File: src/rtl/i2c_target.sv
// I2C target (slave) with a fixed 7-bit address, byte-wide receive and transmit handshakes.
// The FSM runs on oversampled, synchronized SCL/SDA; SCL is never driven (no clock stretching).
module i2c_target #(
    parameter logic [6:0] TARGET_ADDR = 7'h50
) (
    input  logic       clk,
    input  logic       reset,
    input  logic       scl_i,
    input  logic       sda_i,
    output logic       sda_oe,
    output logic [7:0] rx_data,
    output logic       rx_valid,
    input  logic [7:0] tx_data,
    output logic       tx_req,
    output logic       busy
);

    typedef enum logic [2:0] {
        S_IDLE,
        S_ADDR,
        S_ADDR_ACK,
        S_WRITE,
        S_WRITE_ACK,
        S_READ,
        S_READ_ACK
    } state_t;

    logic       r_scl_p0, r_scl_p1, r_scl_p2;
    logic       r_sda_p0, r_sda_p1, r_sda_p2;
    logic       w_scl, w_scl_prev, w_sda, w_sda_prev;
    logic       w_scl_rise, w_scl_fall, w_start, w_stop;

    state_t     r_state, w_state_nxt;
    logic [7:0] r_shift, w_shift_nxt;
    logic [2:0] r_cnt, w_cnt_nxt;
    logic       r_rw, w_rw_nxt;
    logic       r_byte_done, w_byte_done_nxt;
    logic       r_rx_load, w_rx_load_nxt;
    logic       r_sda_oe, w_sda_oe_nxt;
    logic [7:0] r_rx_data, w_rx_data_nxt;
    logic       r_rx_valid, w_rx_valid_nxt;
    logic [6:0] r_tx_shift, w_tx_shift_nxt;
    logic       w_tx_req;

    // Stage p0/p1: metastability synchronizers; p2: history flop for edge detection
    always_ff @(posedge clk) begin
        if (reset) begin
            r_scl_p0 <= 1'b1;
            r_scl_p1 <= 1'b1;
            r_scl_p2 <= 1'b1;
            r_sda_p0 <= 1'b1;
            r_sda_p1 <= 1'b1;
            r_sda_p2 <= 1'b1;
        end else begin
            r_scl_p0 <= scl_i;
            r_scl_p1 <= r_scl_p0;
            r_scl_p2 <= r_scl_p1;
            r_sda_p0 <= sda_i;
            r_sda_p1 <= r_sda_p0;
            r_sda_p2 <= r_sda_p1;
        end
    end

    assign w_scl      = r_scl_p1;
    assign w_scl_prev = r_scl_p2;
    assign w_sda      = r_sda_p1;
    assign w_sda_prev = r_sda_p2;
    assign w_scl_rise = w_scl & ~w_scl_prev;
    assign w_scl_fall = ~w_scl & w_scl_prev;
    assign w_start    = w_scl & w_scl_prev & ~w_sda & w_sda_prev;
    assign w_stop     = w_scl & w_scl_prev & w_sda & ~w_sda_prev;

    always_comb begin
        w_state_nxt     = r_state;
        w_shift_nxt     = r_shift;
        w_cnt_nxt       = r_cnt;
        w_rw_nxt        = r_rw;
        w_byte_done_nxt = r_byte_done;
        w_rx_load_nxt   = 1'b0;
        w_sda_oe_nxt    = r_sda_oe;
        w_rx_data_nxt   = r_rx_data;
        w_rx_valid_nxt  = 1'b0;
        w_tx_shift_nxt  = r_tx_shift;
        w_tx_req        = 1'b0;

        if (w_start) begin
            w_state_nxt     = S_ADDR;
            w_cnt_nxt       = 3'd0;
            w_byte_done_nxt = 1'b0;
            w_sda_oe_nxt    = 1'b0;
        end else if (w_stop) begin
            w_state_nxt     = S_IDLE;
            w_byte_done_nxt = 1'b0;
            w_sda_oe_nxt    = 1'b0;
        end else begin
            // A completed write byte is published one cycle after its last bit lands
            if (r_rx_load) begin
                w_rx_data_nxt  = r_shift;
                w_rx_valid_nxt = 1'b1;
            end
            case (r_state)
                S_IDLE: begin
                end
                S_ADDR: begin
                    if (w_scl_rise) begin
                        w_shift_nxt = {r_shift[6:0], w_sda};
                        w_cnt_nxt   = r_cnt + 3'd1;
                        if (r_cnt == 3'd7) begin
                            if (r_shift[6:0] == TARGET_ADDR) begin
                                w_rw_nxt        = w_sda;
                                w_byte_done_nxt = 1'b1;
                            end else begin
                                w_state_nxt = S_IDLE;
                            end
                        end
                    end else if (w_scl_fall && r_byte_done) begin
                        w_byte_done_nxt = 1'b0;
                        w_sda_oe_nxt    = 1'b1;
                        w_state_nxt     = S_ADDR_ACK;
                    end
                end
                S_ADDR_ACK: begin
                    if (w_scl_fall) begin
                        if (r_rw) begin
                            w_tx_req       = 1'b1;
                            w_tx_shift_nxt = tx_data[6:0];
                            w_sda_oe_nxt   = ~tx_data[7];
                            w_cnt_nxt      = 3'd0;
                            w_state_nxt    = S_READ;
                        end else begin
                            w_sda_oe_nxt = 1'b0;
                            w_state_nxt  = S_WRITE;
                        end
                    end
                end
                S_WRITE: begin
                    if (w_scl_rise) begin
                        w_shift_nxt = {r_shift[6:0], w_sda};
                        w_cnt_nxt   = r_cnt + 3'd1;
                        if (r_cnt == 3'd7) begin
                            w_rx_load_nxt   = 1'b1;
                            w_byte_done_nxt = 1'b1;
                        end
                    end else if (w_scl_fall && r_byte_done) begin
                        w_byte_done_nxt = 1'b0;
                        w_sda_oe_nxt    = 1'b1;
                        w_state_nxt     = S_WRITE_ACK;
                    end
                end
                S_WRITE_ACK: begin
                    if (w_scl_fall) begin
                        w_sda_oe_nxt = 1'b0;
                        w_state_nxt  = S_WRITE;
                    end
                end
                S_READ: begin
                    // r_cnt counts bits already on the bus beyond bit 7
                    if (w_scl_fall) begin
                        if (r_cnt == 3'd7) begin
                            w_sda_oe_nxt = 1'b0;
                            w_cnt_nxt    = 3'd0;
                            w_state_nxt  = S_READ_ACK;
                        end else begin
                            w_sda_oe_nxt   = ~r_tx_shift[6];
                            w_tx_shift_nxt = {r_tx_shift[5:0], 1'b0};
                            w_cnt_nxt      = r_cnt + 3'd1;
                        end
                    end
                end
                S_READ_ACK: begin
                    if (w_scl_rise && w_sda) begin
                        w_state_nxt = S_IDLE;
                    end else if (w_scl_fall) begin
                        w_tx_req       = 1'b1;
                        w_tx_shift_nxt = tx_data[6:0];
                        w_sda_oe_nxt   = ~tx_data[7];
                        w_cnt_nxt      = 3'd0;
                        w_state_nxt    = S_READ;
                    end
                end
                default: begin
                    w_state_nxt  = S_IDLE;
                    w_sda_oe_nxt = 1'b0;
                end
            endcase
        end
    end

    always_ff @(posedge clk) begin
        if (reset) begin
            r_state     <= S_IDLE;
            r_shift     <= 8'h00;
            r_cnt       <= 3'd0;
            r_rw        <= 1'b0;
            r_byte_done <= 1'b0;
            r_rx_load   <= 1'b0;
            r_sda_oe    <= 1'b0;
            r_rx_data   <= 8'h00;
            r_rx_valid  <= 1'b0;
            r_tx_shift  <= 7'h00;
        end else begin
            r_state     <= w_state_nxt;
            r_shift     <= w_shift_nxt;
            r_cnt       <= w_cnt_nxt;
            r_rw        <= w_rw_nxt;
            r_byte_done <= w_byte_done_nxt;
            r_rx_load   <= w_rx_load_nxt;
            r_sda_oe    <= w_sda_oe_nxt;
            r_rx_data   <= w_rx_data_nxt;
            r_rx_valid  <= w_rx_valid_nxt;
            r_tx_shift  <= w_tx_shift_nxt;
        end
    end

    assign sda_oe   = r_sda_oe;
    assign rx_data  = r_rx_data;
    assign rx_valid = r_rx_valid;
    assign tx_req   = w_tx_req & ~reset;
    assign busy     = (r_state == S_ADDR_ACK) || (r_state == S_WRITE) ||
                      (r_state == S_WRITE_ACK) || (r_state == S_READ) ||
                      (r_state == S_READ_ACK);

endmodule

File: config.mk
export PLATFORM = sky130hd
export DESIGN_NAME = i2c_target
export DESIGN_NICKNAME = d
export VERILOG_FILES = /design/src/rtl/i2c_target.sv
export SDC_FILE = /design/constraint.sdc
export NUM_CORES = 1
export LEC_CHECK = 0
export CORE_MARGIN = 4
export CORE_UTILIZATION = 59
export CTS_CLUSTER_SIZE = 24
export DETAILED_ROUTE_END_ITERATION = 10
export PLACE_DENSITY = 0.94
export SYNTH_ARGS = -nofsm -noshare
export SYNTH_HDL_FRONTEND = slang
export SYNTH_SLANG_ARGS = --single-unit
File: constraint.sdc
create_clock -name clk -period 3.7 [get_ports clk]
set_input_delay 0.555 -clock clk [delete_from_list [all_inputs] [get_ports clk]]
set_output_delay 0.555 -clock clk [all_outputs]
set_load 0.1 [all_outputs]
==> flow_summary.toml <==
[cts]
post_cts_buffers = 0
clk_pin_slew_ps = 120
htreeDepth = 2
hold_buffers = 0
cts_sinks = 40
tritoncts.num_buffers = 5
insertion_delay_ps = 350
cts_resized = 0
clock_path_buffers = 2
cts_root_buf = "clkbuf_4"
cts_tree = "built"

[worst_setup_path]
critical_path_class = "flop to output port"
critPathLaunchType = "flop"
crit_fanout = 21
crit_path_end_kind = "output port"
cp_data_arrival_time_ps = 2000
crit_required_ps = 3140
ff2ff_path_depth = 5

[synthesis]
syn_area_mm2 = 0.001983
synth.area.top_cells = "dfxtp_1 (40%), mux2i_1 (8.6%), a21oi_1 (4.8%)"
synth_edf_count = 0
yosysSeqAreaShare = 0.4038
synth_cells = 220
yosysWarningCount = 0
dominantRegCellSynth = "dfxtp_1"
yosysTopAreaCell = "dfxtp_1"
synth_top_area_frac = 0.4038
yosys.cell_types.count = 50
async_reset_ff_frac = 0
syn_nets = 234
ys_ff_latch = 40
syn_area_per_cell_um2 = 9.014

[placed_design]
placed_cell_area_mm2 = 0.002217
dp_slack_ps = 1270
io_buffer_count = 23
finalWeightedCongestion = 0.8145
hpwl_mm = 2.685

[power]
peakVddDrop_v = 0.0002853
power_mw = 0.7894
pwr_density_cell_mw_per_mm2 = 342.1
cellLeakagePower_nw = 0.9225

[grt]
grt_pass1_wl_mm = 6.748
grt_max_degree = 38
grt_pass1_vias = 1561
grt-ovfl-total = 0
grt_usage = 0.1959
antenna_found_initial = 0

[route]
drc = 0
vias = 1589
vias_per_cell = 5.615
drt_iter0_drc = 113
routed_wl_mm = 3.842
drtAntennaViolNets = 0
wl_per_cell_um = 13.58
drt_pass1_iterations = 4

[cells_and_area]
area_delta_synth_final_pct = 16.34
antennaDiodeCount = 0
drive_gt1_frac = 0.1715
final_area_mm2 = 0.002307
fin_nets = 252
fin_util = 0.7376
fillers = 243

[run_status]
status = "complete, no violations"

[timing]
skew_ps = 15.87
max_freq_ghz = 0.3911
period_share = 0.6910
tns_ps = 0
worst_slack_ps = 1143
relSlewSlack = 0.3482
rsz0062_at_grt = "false"
slew_violations = 0
finalCriticalPeriod_ps = 2557
worst_slew_pin_slew_ps = 974.7
hold_viol_final = 0
setup_violations = 0

[floorplan]
core_area_mm2 = 0.003128
die_area_mm2 = 0.004353
io_pins = 24
num_rows = 20
die_w_um = 65.98
initial_core_util = 0.6340
die_y_um = 65.98

[hold_path]
hold_class = "flop to flop"
hold_path_depth = 1

[job]
cap_violations = 0
==> per-layer routing <==
| metal | vias to the layer above | part of all wire | GRT usage |
|---|---|---|---|
| li1 | 808 | - | - |
| met5 | - | 0 | 0 |
| met3 | 9 | 0.043 | 0.03741 |
| met1 | 731 | 0.45 | 0.2379 |
| met4 | 0 | 0.013 | 0.05584 |
| met2 | 41 | 0.50 | 0.3492 |
==> registers in the layout, summed over array words and instances, names as in the netlist <==
register,cells
r_state,3
r_scl_p2,1
r_scl_p0,1
r_rx_load,1
r_tx_shift,7
rx_valid,1
r_shift,8
r_rw,1
r_cnt,3
rx_data,8
r_scl_p1,1
r_sda_p1,1
r_sda_p0,1
r_byte_done,1
sda_oe,1
r_sda_p2,1
==> layout make-up <==
class / count / area (um2) / share of cell area
Multi-Input combinational cell: 163 / 1097 / 0.4756
Sequential cell: 40 / 800.8 / 0.3471
Timing Repair Buffer: 25 / 252.7 / 0.1095
Tap cell: 44 / 55.05 / 0.02386
Clock buffer: 6 / 51.30 / 0.02223
Clock inverter: 2 / 38.79 / 0.01681
Inverter: 3 / 11.26 / 0.004881
==> synthesized netlist by cell type, types with 3 or more instances <==
master / n
nand2b_1: 6
and2_1: 3
buf_2: 4
mux2i_1: 17
or2_2: 7
clkbuf_1: 5
dfxtp_1: 40
o21ai_0: 9
nor2_1: 23
nand2_1: 24
a21oi_1: 19
buf_4: 4
mux2_2: 6
inv_1: 3
==> final timing paths <==
| path | startpoint | slack [ps] | end |
|---|---|---|---|
| hold reg to reg | r_scl_p0 | 430 | r_scl_p1 |
| setup / recovery | r_state[2] | 1140 | tx_req |
| setup reg to reg | r_state[1] | 1540 | r_tx_shift[4] |
| hold / removal | r_scl_p0 | 430 | r_scl_p1 |
==> worst max-delay path, cell delays in order (launching register included) <==
cell and delay [ps]:
dfxtp_1 820, nor2_1 220, nor4_2 390, buf_12 230
==> cells in the final DEF (no fill, tap or decap), types with 3 or more instances in the layout <==
cell,netlist,routed
nand2_1,24,24
mux2_2,6,6
clkdlybuf4s50_1,0,21
clkbuf_4,0,5
a21oi_1,19,19
nor4_2,2,3
or2_2,7,7
mux2i_1,17,17
nand2b_1,6,6
nor2_1,23,23
buf_4,4,3
dfxtp_1,40,40
and2_1,3,3
inv_1,3,3
o21ai_0,9,9
==> where the power goes <==
| group | switching [mW] | leakage [nW] | internal (mW) | total [mW] |
|---|---|---|---|---|
| Combinational | 0.0220 | 0.551 | 0.0242 | 0.0462 |
| Sequential | 0.00576 | 0.323 | 0.434 | 0.439 |
| Clock | 0.142 | 0.0484 | 0.162 | 0.304 |
| Total | 0.170 | 0.922 | 0.620 | 0.789 |
==> stage by stage <==
stage	cells	hold slack (ps)
final	283	426.7
after global routing	283	443.7
after CTS	283	432.4
after detailed placement	275	402.1
after global placement	275	391.0
after floorplan	220	389.5
==> cell families after synthesis <==
family / Yosys count / synth area share
AND/OR/NAND/NOR: 88 / 0.2524
AO/OA/AOI/OAI: 48 / 0.1565
flip-flops: 40 / 0.4038
multiplexers: 23 / 0.1199
buffers and inverters: 17 / 0.04606
XOR/XNOR: 2 / 0.008834
adder cells (fa/ha/maj): 2 / 0.01262
(Power assumes the default switching activity.)
